[src/rtl/uart_pkg.sv]
// Shared UART definitions used by the transmitter and the receiver.
package uart_pkg;
  localparam int   OVERSAMPLE = 8;
  localparam int   DATA_BITS  = 8;
  localparam logic LINE_IDLE  = 1'b1;

  typedef enum logic [1:0] {IDLE, START, DATA, STOP} tx_state_t;
endpackage

[src/rtl/transmitter.sv]
// 8N1 UART transmitter with a one-deep holding register (THR) in front of the
// shift register (TSR) so back-to-back frames leave no idle gap.
module transmitter
  import uart_pkg::*;
#(
  parameter int OVERSAMPLE = uart_pkg::OVERSAMPLE,
  parameter int DATA_BITS  = uart_pkg::DATA_BITS
) (
  input  logic                 bclkx8,
  input  logic                 rst,
  input  logic                 tx_load,
  input  logic [DATA_BITS-1:0] THR,
  output logic                 tx_data,
  output logic                 tx_status,
  output logic                 tx_busy
);
  localparam int TW = $clog2(OVERSAMPLE);
  localparam int BW = $clog2(DATA_BITS);
  localparam logic [TW-1:0] TICK_LAST = TW'(OVERSAMPLE - 1);
  localparam logic [BW-1:0] BIT_LAST  = BW'(DATA_BITS - 1);

  tx_state_t            r_state, w_state_nxt;
  logic [TW-1:0]        r_tick, w_tick_nxt;
  logic [BW-1:0]        r_bit_idx, w_bit_idx_nxt;
  logic [DATA_BITS-1:0] r_thr, w_thr_nxt;
  logic [DATA_BITS-1:0] r_tsr, w_tsr_nxt;
  logic                 r_thr_full, w_thr_full_nxt;
  logic                 r_tx_data, w_tx_data_nxt;
  logic                 w_bit_end, w_load_ok;

  assign w_bit_end = (r_tick == TICK_LAST);
  // A load only lands in an empty THR; a transfer on the same edge does not free it early.
  assign w_load_ok = tx_load && !r_thr_full;

  always_ff @(posedge bclkx8 or posedge rst) begin
    if (rst) begin
      r_state    <= IDLE;
      r_tick     <= '0;
      r_bit_idx  <= '0;
      r_thr      <= '0;
      r_tsr      <= '0;
      r_thr_full <= 1'b0;
      r_tx_data  <= LINE_IDLE;
    end else begin
      r_state    <= w_state_nxt;
      r_tick     <= w_tick_nxt;
      r_bit_idx  <= w_bit_idx_nxt;
      r_thr      <= w_thr_nxt;
      r_tsr      <= w_tsr_nxt;
      r_thr_full <= w_thr_full_nxt;
      r_tx_data  <= w_tx_data_nxt;
    end
  end

  always_comb begin
    w_state_nxt    = r_state;
    w_tick_nxt     = (r_state == IDLE || w_bit_end) ? '0 : r_tick + TW'(1);
    w_bit_idx_nxt  = r_bit_idx;
    w_tsr_nxt      = r_tsr;
    w_thr_nxt      = w_load_ok ? THR : r_thr;
    w_thr_full_nxt = r_thr_full | w_load_ok;
    case (r_state)
      IDLE: if (r_thr_full) begin
        w_tsr_nxt      = r_thr;
        w_thr_full_nxt = 1'b0;
        w_state_nxt    = START;
      end
      START: if (w_bit_end) begin
        w_bit_idx_nxt = '0;
        w_state_nxt   = DATA;
      end
      DATA: if (w_bit_end) begin
        w_tsr_nxt = r_tsr >> 1;
        if (r_bit_idx == BIT_LAST) w_state_nxt = STOP;
        else                       w_bit_idx_nxt = r_bit_idx + BW'(1);
      end
      STOP: if (w_bit_end) begin
        if (r_thr_full) begin
          w_tsr_nxt      = r_thr;
          w_thr_full_nxt = 1'b0;
          w_state_nxt    = START;
        end else begin
          w_state_nxt = IDLE;
        end
      end
      default: w_state_nxt = IDLE;
    endcase

    // Line level follows the next state so the pin is a plain flop.
    case (w_state_nxt)
      START:   w_tx_data_nxt = 1'b0;
      DATA:    w_tx_data_nxt = w_tsr_nxt[0];
      default: w_tx_data_nxt = LINE_IDLE;
    endcase
  end

  assign tx_data   = r_tx_data;
  assign tx_status = !r_thr_full;
  assign tx_busy   = (r_state != IDLE);
endmodule

[config.mk]
export PLATFORM = sky130hd
export DESIGN_NAME = transmitter
export DESIGN_NICKNAME = d
export VERILOG_FILES = /design/src/rtl/uart_pkg.sv /design/src/rtl/transmitter.sv
export SDC_FILE = /design/constraint.sdc
export NUM_CORES = 1
export LEC_CHECK = 0
export ABC_CLOCK_PERIOD_IN_PS = 1900
export CAP_MARGIN = 10
export CORE_UTILIZATION = 50
export DETAILED_ROUTE_END_ITERATION = 10
export GPL_ROUTABILITY_DRIVEN = 0
export PLACE_DENSITY_LB_ADDON = 0.1
export SLEW_MARGIN = 20
export SYNTH_ARGS = -nofsm -noshare
export SYNTH_HDL_FRONTEND = slang
export SYNTH_SLANG_ARGS = --single-unit
[constraint.sdc]
create_clock -name bclkx8 -period 1.9 [get_ports bclkx8]
set_clock_uncertainty 0.2 [all_clocks]
set_input_delay 0.285 -clock bclkx8 [delete_from_list [all_inputs] [get_ports bclkx8]]
set_output_delay 0.285 -clock bclkx8 [all_outputs]
set_load 0.02 [all_outputs]
==> metrics.log, run 1 <==
[metrics] Fill cells: 200
[metrics] Final nets: around 180
[metrics] Startpoint Class: flop
[metrics] post-route ant nets: 0
[metrics] PnR worst setup slack: -0.0561 ns
[metrics] maximum fanout count along the critical path: 4
[metrics] capturing element type of the critical path: flop
[metrics] first-pass detailed-route iteration total: 4
[metrics] endpoints failing setup: 1
[metrics] yosys warns: 0
[metrics] cell with the largest stage delay on the worst path: dfrtp_1
[metrics] final period demand of the worst path: 1.96 ns
[metrics] dominant cell type by area after synthesis: dfrtp_1
[metrics] die boundary height: roughly 55 µm
[metrics] type of the worst setup path: reg -> reg
[metrics] vias after detailed routing: roughly 1100
[metrics] DRC violation count after routing: 0
[metrics] core outline area: 2540 µm²
[metrics] Clock Root Buffer: clkbuf_4
[metrics] final WL: approximately 2.8 mm
[metrics] worst supply voltage drop on vdd: 941 µV
[metrics] Final Hold Vio Count: 0
[metrics] ys async rst share: 100%
[metrics] syn avg cell area: about 11 µm²
[metrics] type of the worst min-delay path: in -> async
[metrics] drt via density: around 5.7
[metrics] number of buffers inserted by port buffering: 13
[metrics] portion of the post-synthesis area used by sequential elements: between 40% and 50%
[metrics] clock transition time at the flip-flop clock pins of the worst setup and hold paths: 0.15 ns
[metrics] largest net degree at the start of global routing: 27
[metrics] area of the die: about 3000 µm²
[metrics] most frequently used flop master after synthesis: dfrtp_1
[metrics] Post-CTS Hold Fix Bufs: 0
[metrics] RSZ-0062 raised after global routing: yes
[metrics] number of violations reported at the end of detailed-routing iteration 0: 21
[metrics] total congestion overflow: 0
[metrics] Leak Pwr: between 0.8 and 0.9 nW
[metrics] largest buffer count on any clock path: 2
[metrics] arrival time at the worst endpoint: roughly 2.0 ns
[metrics] layout cell share with drive strength beyond 1: 34.8%
[metrics] number of global-route vias before repair: around 1000
[metrics] number of storage elements in the synthesis netlist: 26
[metrics] most frequent standard cell in the layout excluding fill and tap cells: dfrtp_1
[metrics] final standard cell area without fillers: 1810 µm²
[metrics] cell class contributing the biggest share of worst-path delay: compound AO/OA/AOI/OAI gates
[metrics] first-pass GRT wire length: approximately 4.6 mm
[metrics] layout overhead on the synthesized area: 30.8%
[metrics] leading cell types in the layout, fill and taps excluded: dfrtp_1, buf_4, o21ai_0, clkdlybuf4s50_1, mux2_2
[metrics] Cell Area, Placed: about 1700 µm²
[metrics] I/O pin total: 14
[metrics] CP required: 1.96 ns
[metrics] number of placement rows: 18
[metrics] count of antenna diodes in the layout: 0
[metrics] H-tree levels: 1
[metrics] GRT Total Usage: about 22%
[metrics] Max Freq: 511 MHz
[metrics] Synth area leaders: dfrtp_1, ha_1, mux2_2
[metrics] cell mode on critical path: ha_4
[metrics] HPWL after DPL: ~2 mm
[metrics] worst slack after detailed placement: -0.0872 ns
[metrics] antenna violations before repair: 0
[metrics] number of distinct library cells after synthesis: 35
[metrics] Synth top area share: 45.2%
[metrics] status: finished, violations left
[metrics] Mapped Nets: ~150
[metrics] die width: ~55 µm
[metrics] Mapped Area: roughly 1400 µm²
[metrics] violations in the final reports: setup timing
[metrics] insertion delay to the later sink of the worst-skew pair: ~0.32 ns
[metrics] Gate Count Post-Synth: 125
[metrics] total power divided by cell area: 1490 nW/µm²
[metrics] number of buffer and inverter stages on the critical path: 0
[metrics] cts bufs inserted: 3
[metrics] wire length per cell: 14.8 µm
[metrics] number of clock sinks: 26
[metrics] Max Cap Violations: 0
[metrics] setup tns final: -0.0561 ns
[metrics] Slew @ Worst Pin: 0.432 ns
[metrics] crit share post-route: 103%
[metrics] Post-Place Cells: 181
[metrics] crit-path max cell delay: 0.41 ns
[metrics] headroom to the max-slew limit: 71.1%
[metrics] clock tree from TritonCTS: yes
[metrics] Post-synth EDFFs: 0
[metrics] final core area utilization: a little under three quarters
[metrics] initial core utilization: around 54%
[metrics] final slew viol count: 0
[metrics] cells along the critical path: ha_4 > ha_4 > mux2_2 > a222oi_1 > a22oi_2 > nor3_2 > a21oi_1
[metrics] count of placed standard cells in the final layout, fillers left out: between 150 and 200
-- registers in the layout, indices dropped and copies added (netlist names) --
signal / count
r_bit_idx: 3
r_state: 2
r_thr: 8
r_thr_full: 1
r_tick: 3
r_tsr: 8
tx_data: 1
-- metal layers --
metal  up-vias  global-route usage (%)  share of wire (%)
li1        519                       -                  -
met1       533                    27.6                 48
met2        16                    39.0                 49
met3         4                    3.33                2.2
met4         0                    6.41               0.83
met5         -                       0                  0
-- metrics by stage --
step	total power, mW	hold WS (ns)
floorplan	1.79	0.124
global placement	2.21	0.219
detailed placement	2.25	0.231
CTS	2.59	0.0970
global route	2.88	0.159
finish	2.69	0.0868
-- cell type report --
type	instances	area [µm²]	share of cell area (%)
repair buffers	35	295	16.3
well taps	30	37.5	2.08
multi-input cells	84	752	41.6
flip-flops and latches	26	653	36.1
inverters	9	33.8	1.87
clock buffers	4	36.3	2.01
-- worst paths after layout --
kind                       endpoint  slack, ns  depth (start not counted)       from
max                         tx_data      -0.06                          7  r_tick[1]
min                        r_tsr[6]       0.09                          3        rst
max reg2reg                 tx_data      -0.06                          7  r_tick[1]
min reg2reg                r_thr[5]       0.33                          1   r_thr[5]
max in group asynchronous   tx_data       1.11                          3        rst
min in group bclkx8        r_thr[5]       0.33                          1   r_thr[5]
-- worst reg2reg max path, stage by stage (launching register included) --
cell and delay (ns):
dfrtp_1 0.41, ha_4 0.17, ha_4 0.16, mux2_2 0.33
a222oi_1 0.32, a22oi_2 0.13, nor3_2 0.12, a21oi_1 0.05
-- power by group --
part           total [mW]  leakage, nW  internal (mW)  switching, mW
logic                1.43        0.456          0.725          0.708
registers           0.978        0.330          0.795          0.182
clock network       0.282       0.0210          0.117          0.165
-- timing repair --
action / CTS / global route
setup buffers: 1 / 2
pin swaps: 7 / 3
resized for setup: 14 / 12
setup endpoints to repair: 8 / 9
-- cell families after synthesis --
group / count (synthesis) / share of synthesized area (%)
compound gates: 29 / 14.7
fa+ha+maj: 9 / 8.14
buf+inv: 15 / 4.80
flops: 26 / 47.1
mux: 17 / 13.4
simple gates: 29 / 11.9
-- cell usage after synthesis (2+ instances only) --
master,instances
nor3_1,3
nor3b_1,2
o21ai_0,10
clkbuf_1,3
buf_2,2
nor2_1,3
dfrtp_1,25
nand3_1,8
mux2_2,9
a22o_1,6
ha_1,9
inv_1,8
nand2_1,3
mux2i_1,7
a21oi_1,4
nor2b_1,3
nand3b_1,2
No activity file was read; power rests on OpenSTA's default activity.
==> inputs of run 2 (changes only) <==
ABC_AREA = 1   (was not set)
CORE_ASPECT_RATIO = 1.25   (was not set)
TNS_END_PERCENT = 20   (was not set)
==> metrics.log, run 2 <==
[metrics] ys async rst share: 100% (unchanged)
[metrics] total internal power: 1.44 mW (-12%)
[metrics] endpoints failing setup: 0 (-1)
[metrics] CP required: 1.41 ns (-0.55 ns)
[metrics] total power divided by cell area: 1440 nW/µm² (-3.3%)
[metrics] met2 demand-to-capacity share in global routing: 41.1% (+2.1 points)
[metrics] Post-synth EDFFs: 0 (unchanged)
[metrics] Largest regs: r_thr: 8 flops, r_tsr: 8 flops
[metrics] number of clock sinks: 26 (unchanged)
[metrics] crit share post-route: 94.7% (-8.2 points)
[metrics] count of antenna diodes in the layout: 0 (unchanged)
[metrics] RSZ-0062 raised after global routing: yes
[metrics] antenna violations before repair: 0 (unchanged)
[metrics] type of the worst min-delay path: in -> async
[metrics] first-pass GRT wire length: 4.75 mm (+3.2%)
[metrics] syn avg cell area: 8.39 µm² (-24%)
[metrics] fraction of power spent switching nets: 39.7% (+0.54 points)
[metrics] number of placement rows: 20 (+2)
[metrics] die boundary height: 60.7 µm (+11%)
[metrics] Gate Count Post-Synth: 164 (+31%)
[metrics] wire length per cell: 12.6 µm (-15%)
[metrics] count of placed standard cells in the final layout, fillers left out: 220 (+17%)
[metrics] Cell Area, Placed: 1600 µm² (-4.1%)
[metrics] vias after detailed routing: 1152 (+7.5%)
[metrics] maximum fanout count along the critical path: 3 (-1)
[metrics] sequential power share: 37.0% (+0.7 points)
[metrics] clock network fraction of design power: 15.8% (+5.3 points)
[metrics] final period demand of the worst path: 1.80 ns (-0.156 ns)
[metrics] Global Route met1 Usage: 23.3% (-4.3 points)
[metrics] Synth area leaders: dfrtp_1, nand2_1, ha_1
[metrics] status: complete, no violations
[metrics] die width: 48.9 µm (-10%)
[metrics] drt via density: 5.24 (-8.2%)
[metrics] met3 routing resource usage after global routing: 2.51% (-0.83 points)
[metrics] headroom to the max-slew limit: 72.1% (+1.0 points)
[metrics] worst supply voltage drop on vdd: 932 µV (-0.90%)
[metrics] combinational fraction of design power: 47.2% (-6.0 points)
[metrics] dominant cell type by area after synthesis: dfrtp_1
[metrics] most frequent cells after synthesis: nand2_1, dfrtp_1, inv_1, nor2_1, o21ai_0
[metrics] largest buffer count on any clock path: 2 (unchanged)
[metrics] Max Freq: 556 MHz (+8.7%)
[metrics] Post-Place Cells: 216 (+19%)
[metrics] most frequent standard cell in the layout excluding fill and tap cells: nand2_1
[metrics] initial core utilization: 54.5% (+0.13 points)
[metrics] final slew viol count: 0 (unchanged)
[metrics] Final Hold Vio Count: 0 (unchanged)
[metrics] Max Cap Violations: 0 (unchanged)
[metrics] final standard cell area without fillers: 1660 µm² (-8.4%)
[metrics] Startpoint Class: flop
[metrics] most frequently used flop master after synthesis: dfrtp_1
[metrics] Final nets: 208 (+16%)
[metrics] final core area utilization: 65.5% (-5.5 points)
[metrics] yosys warns: 0 (unchanged)
[metrics] final WL: 2.77 mm (-0.14%)
[metrics] leading cell types in the layout, fill and taps excluded: nand2_1, dfrtp_1, inv_1, nor2_1, o21ai_0
[metrics] type of the worst setup path: reg -> out
[metrics] Slew @ Worst Pin: 0.418 ns (-0.0142 ns)
[metrics] number of buffers inserted by port buffering: 13 (unchanged)
[metrics] layout cell share with drive strength beyond 1: 16.0% (-19 points)
[metrics] layout overhead on the synthesized area: 20.3%
[metrics] smallest hold slack: 0.104 ns (+0.0174 ns)
[metrics] HPWL after DPL: 2.10 mm (+6.1%)
[metrics] Fill cells: 222 (+11%)
[metrics] insertion delay to the later sink of the worst-skew pair: 0.33 ns (about the same)
[metrics] first-pass detailed-route iteration total: 4 (unchanged)
[metrics] clock tree from TritonCTS: yes
[metrics] H-tree levels: 1 (unchanged)
[metrics] number of global-route vias before repair: 1149 (+9.7%)
[metrics] DRC violation count after routing: 0 (unchanged)
[metrics] portion of the post-synthesis area used by sequential elements: 47.4% (+0.21 points)
[metrics] number of violations reported at the end of detailed-routing iteration 0: 40 (+90%)
[metrics] number of distinct library cells after synthesis: 18 (-49%)
[metrics] capturing element type of the critical path: output pin
[metrics] Mapped Nets: 184 (+27%)
[metrics] library cell with the highest instance count after synthesis: nand2_1
[metrics] core outline area: 2530 µm² (-0.69%)
[metrics] cts bufs inserted: 3 (unchanged)
[metrics] post-route ant nets: 0 (unchanged)
[metrics] clock transition time at the flip-flop clock pins of the worst setup and hold paths: 0.14 ns (about the same)
[metrics] GRT Total Usage: 21.2% (-0.94 points)
[metrics] Leak Pwr: 0.793 nW (-1.7%)
[metrics] Mapped Area: 1380 µm² (-0.45%)
[metrics] Clock Root Buffer: clkbuf_4
[metrics] global-route layer with the greatest usage: met2
[metrics] NetSw: 0.947 mW (-10%)
[metrics] I/O pin total: 14 (unchanged)
[metrics] reg-to-reg setup timing slack: 0.15 ns (+0.21 ns)
[metrics] arrival time at the worst endpoint: 1.31 ns (-0.70 ns)
[metrics] area of the die: 2970 µm² (-0.39%)
[metrics] number of storage elements in the synthesis netlist: 26 (unchanged)
[metrics] Synth top area share: 45.5% (+0.21 points)
[metrics] total congestion overflow: 0 (unchanged)
[metrics] largest net degree at the start of global routing: 27 (unchanged)
[run 2: worst max-delay path, cell delays in order (launching register included)]
cell	delay (ns)
dfrtp_1	0.40
inv_1	0.09
ha_2	0.19
inv_1	0.05
clkdlybuf4s15_1	0.27
[run 2: area by class of cell]
type                            count  area (µm²)  area share (%)
Timing Repair Buffer               21         188            11.3
Inverter                           25        93.8            5.67
Clock buffer                        3        22.5            1.36
Tap cell                           33        41.3            2.49
Clock inverter                      1        30.0            1.81
Multi-Input combinational cell    111         628            37.9
Sequential cell                    26         652            39.4
[run 2: layer usage]
metal	up-vias	part of all wire, %
met5	-	0
met4	0	2.8
met3	9	2.7
met2	24	53
met1	542	41
li1	577	-
[run 2: timing repair]
item | in CTS | in global routing
pin swaps | 0 | 0
buffers inserted | 0 | 0
endpoints found under the setup margin | 3 | 9
endpoints found under the hold margin | 0 | 0
gates resized for setup | 3 | 7
hold buffers | 0 | 0
[run 2: kinds of logic after synthesis]
logic type / after synthesis / synth area share, %
adders and majority gates: 9 / 8.18
buffers and inverters: 27 / 7.73
muxes: 7 / 5.73
and+or+nand+nor: 65 / 19.3
DFF: 26 / 47.4
AOI/OAI and AO/OA: 30 / 11.7
[run 2: power groups by stage]
stage / clock network, mW / registers, mW / logic (mW)
CTS: 0.386 / 0.883 / 1.12
detailed placement: 0 / 0.897 / 1.13
finish: 0.376 / 0.883 / 1.12
floorplan: 0 / 0.900 / 0.751
global route: 0.403 / 0.902 / 1.27
global placement: 0 / 0.883 / 1.10
[run 2: final timing paths]
kind                       depth (start not counted)        from        end
min in group bclkx8                                1   r_tick[0]  r_tick[0]
hold / removal                                     3         rst   r_thr[7]
max in group asynchronous                          3         rst    tx_data
setup / recovery                                   4  r_state[0]    tx_busy
setup reg to reg                                   6   r_tick[0]   r_tsr[4]
hold reg to reg                                    1   r_tick[0]  r_tick[0]
[run 2: per-stage QoR]
step / setup WS (ns) / power [mW] / TNS (ns)
after detailed placement: 0.126 / 2.03 / 0
after global routing: -0.0115 / 2.57 / -0.0115
after CTS: 0.0473 / 2.39 / 0
final: 0.100 / 2.38 / 0
after floorplan: 0.205 / 1.65 / 0
after global placement: 0.169 / 1.98 / 0
==> inputs of run 3 (changes only) <==
CAP_MARGIN = not set   (was 10)
CORE_ASPECT_RATIO = 0.7   (was 1.25)
==> metrics.log, run 3 (synthesized netlist as in run 2, its figures left out) <==
[metrics] status: complete, no violations
[metrics] Critical Path Sink: tx_data
[metrics] antenna violations before repair: 0 (unchanged)
[metrics] clock tree from TritonCTS: yes
[metrics] wire length per cell: 12.6 µm (about the same)
[metrics] insertion delay to the later sink of the worst-skew pair: 0.27 ns (-0.06 ns)
[metrics] number of buffer and inverter stages on the critical path: 1 (-2)
[metrics] crit share post-route: 98.8% (+4.1 points)
[metrics] HPWL after DPL: 2.08 mm (-0.72%)
[metrics] NetSw: 0.944 mW (-0.38%)
[metrics] fraction of power spent switching nets: 40.2% (+0.47 points)
[metrics] cells along the critical path: clkdlybuf4s50_1
[metrics] count of antenna diodes in the layout: 0 (unchanged)
[metrics] cell class contributing the biggest share of worst-path delay: buffers and inverters
[metrics] reg-to-reg setup timing slack: 0.09 ns (-0.06 ns)
[metrics] vias after detailed routing: 1129 (-2.0%)
[metrics] Final Hold Vio Count: 0 (unchanged)
[metrics] Post-CTS Hold Fix Bufs: 0 (unchanged)
[metrics] smallest hold slack: 0.148 ns (+0.0442 ns)
[metrics] total internal power: 1.40 mW (-2.3%)
[metrics] final period demand of the worst path: 1.88 ns (+0.0776 ns)
[metrics] post-route ant nets: 0 (unchanged)
[metrics] H-tree levels: 1 (unchanged)
[metrics] Max Freq: 533 MHz (-4.1%)
[metrics] number of clock sinks: 26 (unchanged)
[metrics] RSZ-0062 raised after global routing: yes
[metrics] Startpoint Class: flop
[metrics] capturing element type of the critical path: output pin
[metrics] core outline area: 2530 µm² (+0.25%)
[metrics] GRT Total Usage: 21.0% (-0.14 points)
[metrics] number of placement rows: 15 (-25%)
[metrics] headroom to the max-slew limit: 74.8% (+2.6 points)
[metrics] first-pass detailed-route iteration total: 4 (unchanged)
[metrics] type of the worst setup path: reg -> out
[metrics] CP required: 1.41 ns (about the same)
[metrics] number of gates on the worst path with buffers counted: 1 (-3)
[metrics] layout overhead on the synthesized area: 19.4%
[metrics] type of the worst min-delay path: in -> async
[metrics] final core area utilization: 64.8% (-0.66 points)
[metrics] I/O pin total: 14 (unchanged)
[metrics] number of buffers inserted by port buffering: 13 (unchanged)
[metrics] die boundary height: 45.9 µm (-24%)
[metrics] arrival time at the worst endpoint: 1.39 ns (+0.08 ns)
[metrics] Max Cap Violations: 0 (unchanged)
[metrics] first-pass GRT wire length: 4.60 mm (-3.2%)
[metrics] number of global-route vias before repair: 1031 (-10%)
[metrics] crit-path max cell delay: 0.59 ns (+0.19 ns)
[metrics] final slew viol count: 0 (unchanged)
[metrics] combinational fraction of design power: 47.2% (about the same)
[metrics] total congestion overflow: 0 (unchanged)
[metrics] cell with the largest stage delay on the worst path: clkdlybuf4s50_1
[metrics] endpoint of the most critical register-to-register path: tx_data
[metrics] layout cell share with drive strength beyond 1: 14.1% (-2.0 points)
[metrics] sequential power share: 37.7% (+0.7 points)
[metrics] Fill cells: 223 (+0.45%)
[metrics] leading cell types in the layout, fill and taps excluded: nand2_1, dfrtp_1, inv_1, nor2_1, o21ai_0
[metrics] Leak Pwr: 0.794 nW (+0.12%)
[metrics] final WL: 2.76 mm (-0.40%)
[metrics] initial core utilization: 54.3% (-0.13 points)
[metrics] length in cells of the worst reg-to-reg path: 11 (+5)
[metrics] number of violations reported at the end of detailed-routing iteration 0: 99 (+150%)
[metrics] area of the die: 2970 µm² (about the same)
[metrics] setup tns final: 0 ns (unchanged)
[metrics] Final nets: 206 (-0.96%)
[metrics] Largest regs: r_thr: 8 flops, r_tsr: 8 flops
[metrics] Slew @ Worst Pin: 0.379 ns (-0.0393 ns)
[metrics] largest net degree at the start of global routing: 27 (unchanged)
[metrics] most frequent standard cell in the layout excluding fill and tap cells: nand2_1
[metrics] Clock Root Buffer: clkbuf_8
[metrics] die width: 64.7 µm (+32%)
[metrics] total power divided by cell area: 1430 nW/µm² (-0.79%)
[metrics] clock transition time at the flip-flop clock pins of the worst setup and hold paths: 0.08 ns (-0.06 ns)
[metrics] CP startpoint: tx_data
[metrics] cts bufs inserted: 3 (unchanged)
[metrics] clock network fraction of design power: 15.2% (-0.6 points)
[metrics] drt via density: 5.16 (-1.5%)
[metrics] largest buffer count on any clock path: 2 (unchanged)
[metrics] DRC violation count after routing: 0 (unchanged)
[metrics] maximum fanout count along the critical path: 1 (-2)
[metrics] r2r startpoint: r_tick[0]
[metrics] worst supply voltage drop on vdd: 794 µV (-15%)
[metrics] endpoints failing setup: 0 (unchanged)
==> run 3: changes by cell type in the layout (fill, tap and decap cells not counted), sizes merged <==
cell           previous run  this run
clkdlybuf4s50            10        11
dlymetal6s2s              0         1
clkbuf                    3         4
clkdlybuf4s15             1         0
bufinv                    1         0
dlygate4sd2               2         1
buf                       8         6
==> run 3: worst min-delay path by stage <==
stage / cells past startpoint / endpoint
finish: 3 / r_thr[1]
global route: 3 / r_thr[1]
CTS: 3 / r_thr[1]
detailed placement: 1 / r_tick[0]
global placement: 1 / r_tick[0]
floorplan: 1 / r_bit_idx[0]
==> run 3: what timing repair did <==
action,4_1_cts,5_1_grt
buffers inserted,0,0
gates resized for setup,1,4
endpoints found under the setup margin,1,8
==> run 3: per-layer routing <==
| layer | global-route usage, % | up-vias | share of wire (%) |
|---|---|---|---|
| met4 | 8.44 | 0 | 1.9 |
| met1 | 28.7 | 528 | 51 |
| met3 | 5.25 | 7 | 4.2 |
| met5 | 0 | - | 0 |
| met2 | 32.3 | 21 | 43 |
| li1 | - | 573 | - |
==> run 3: cell type report <==
cell class                      count  area, µm²  share of cell area, %
Inverter                           25       93.8                   5.71
Multi-Input combinational cell    111        623                   37.9
Clock buffer                        4       55.1                   3.35
Sequential cell                    26        652                   39.7
Tap cell                           34       42.5                   2.59
Timing Repair Buffer               19        176                   10.7
==> run 3: through the flow <==
stage               power [mW]  worst slack, ns  area (µm²)  cells
finish                    2.35           0.0226        1640    219
global route              2.54          -0.0490        1640    219
CTS                       2.35          0.00434        1640    219
detailed placement        1.99           0.0573        1580    215
global placement          1.96            0.126        1580    215
floorplan                 1.65            0.205        1380    164
==> run 3: power by group through the flow <==
stage | combinational, mW | clock, mW | sequential (mW)
global route | 1.25 | 0.378 | 0.907
global placement | 1.07 | 0 | 0.885
detailed placement | 1.10 | 0 | 0.894
CTS | 1.10 | 0.368 | 0.882
finish | 1.11 | 0.356 | 0.884
floorplan | 0.751 | 0 | 0.900
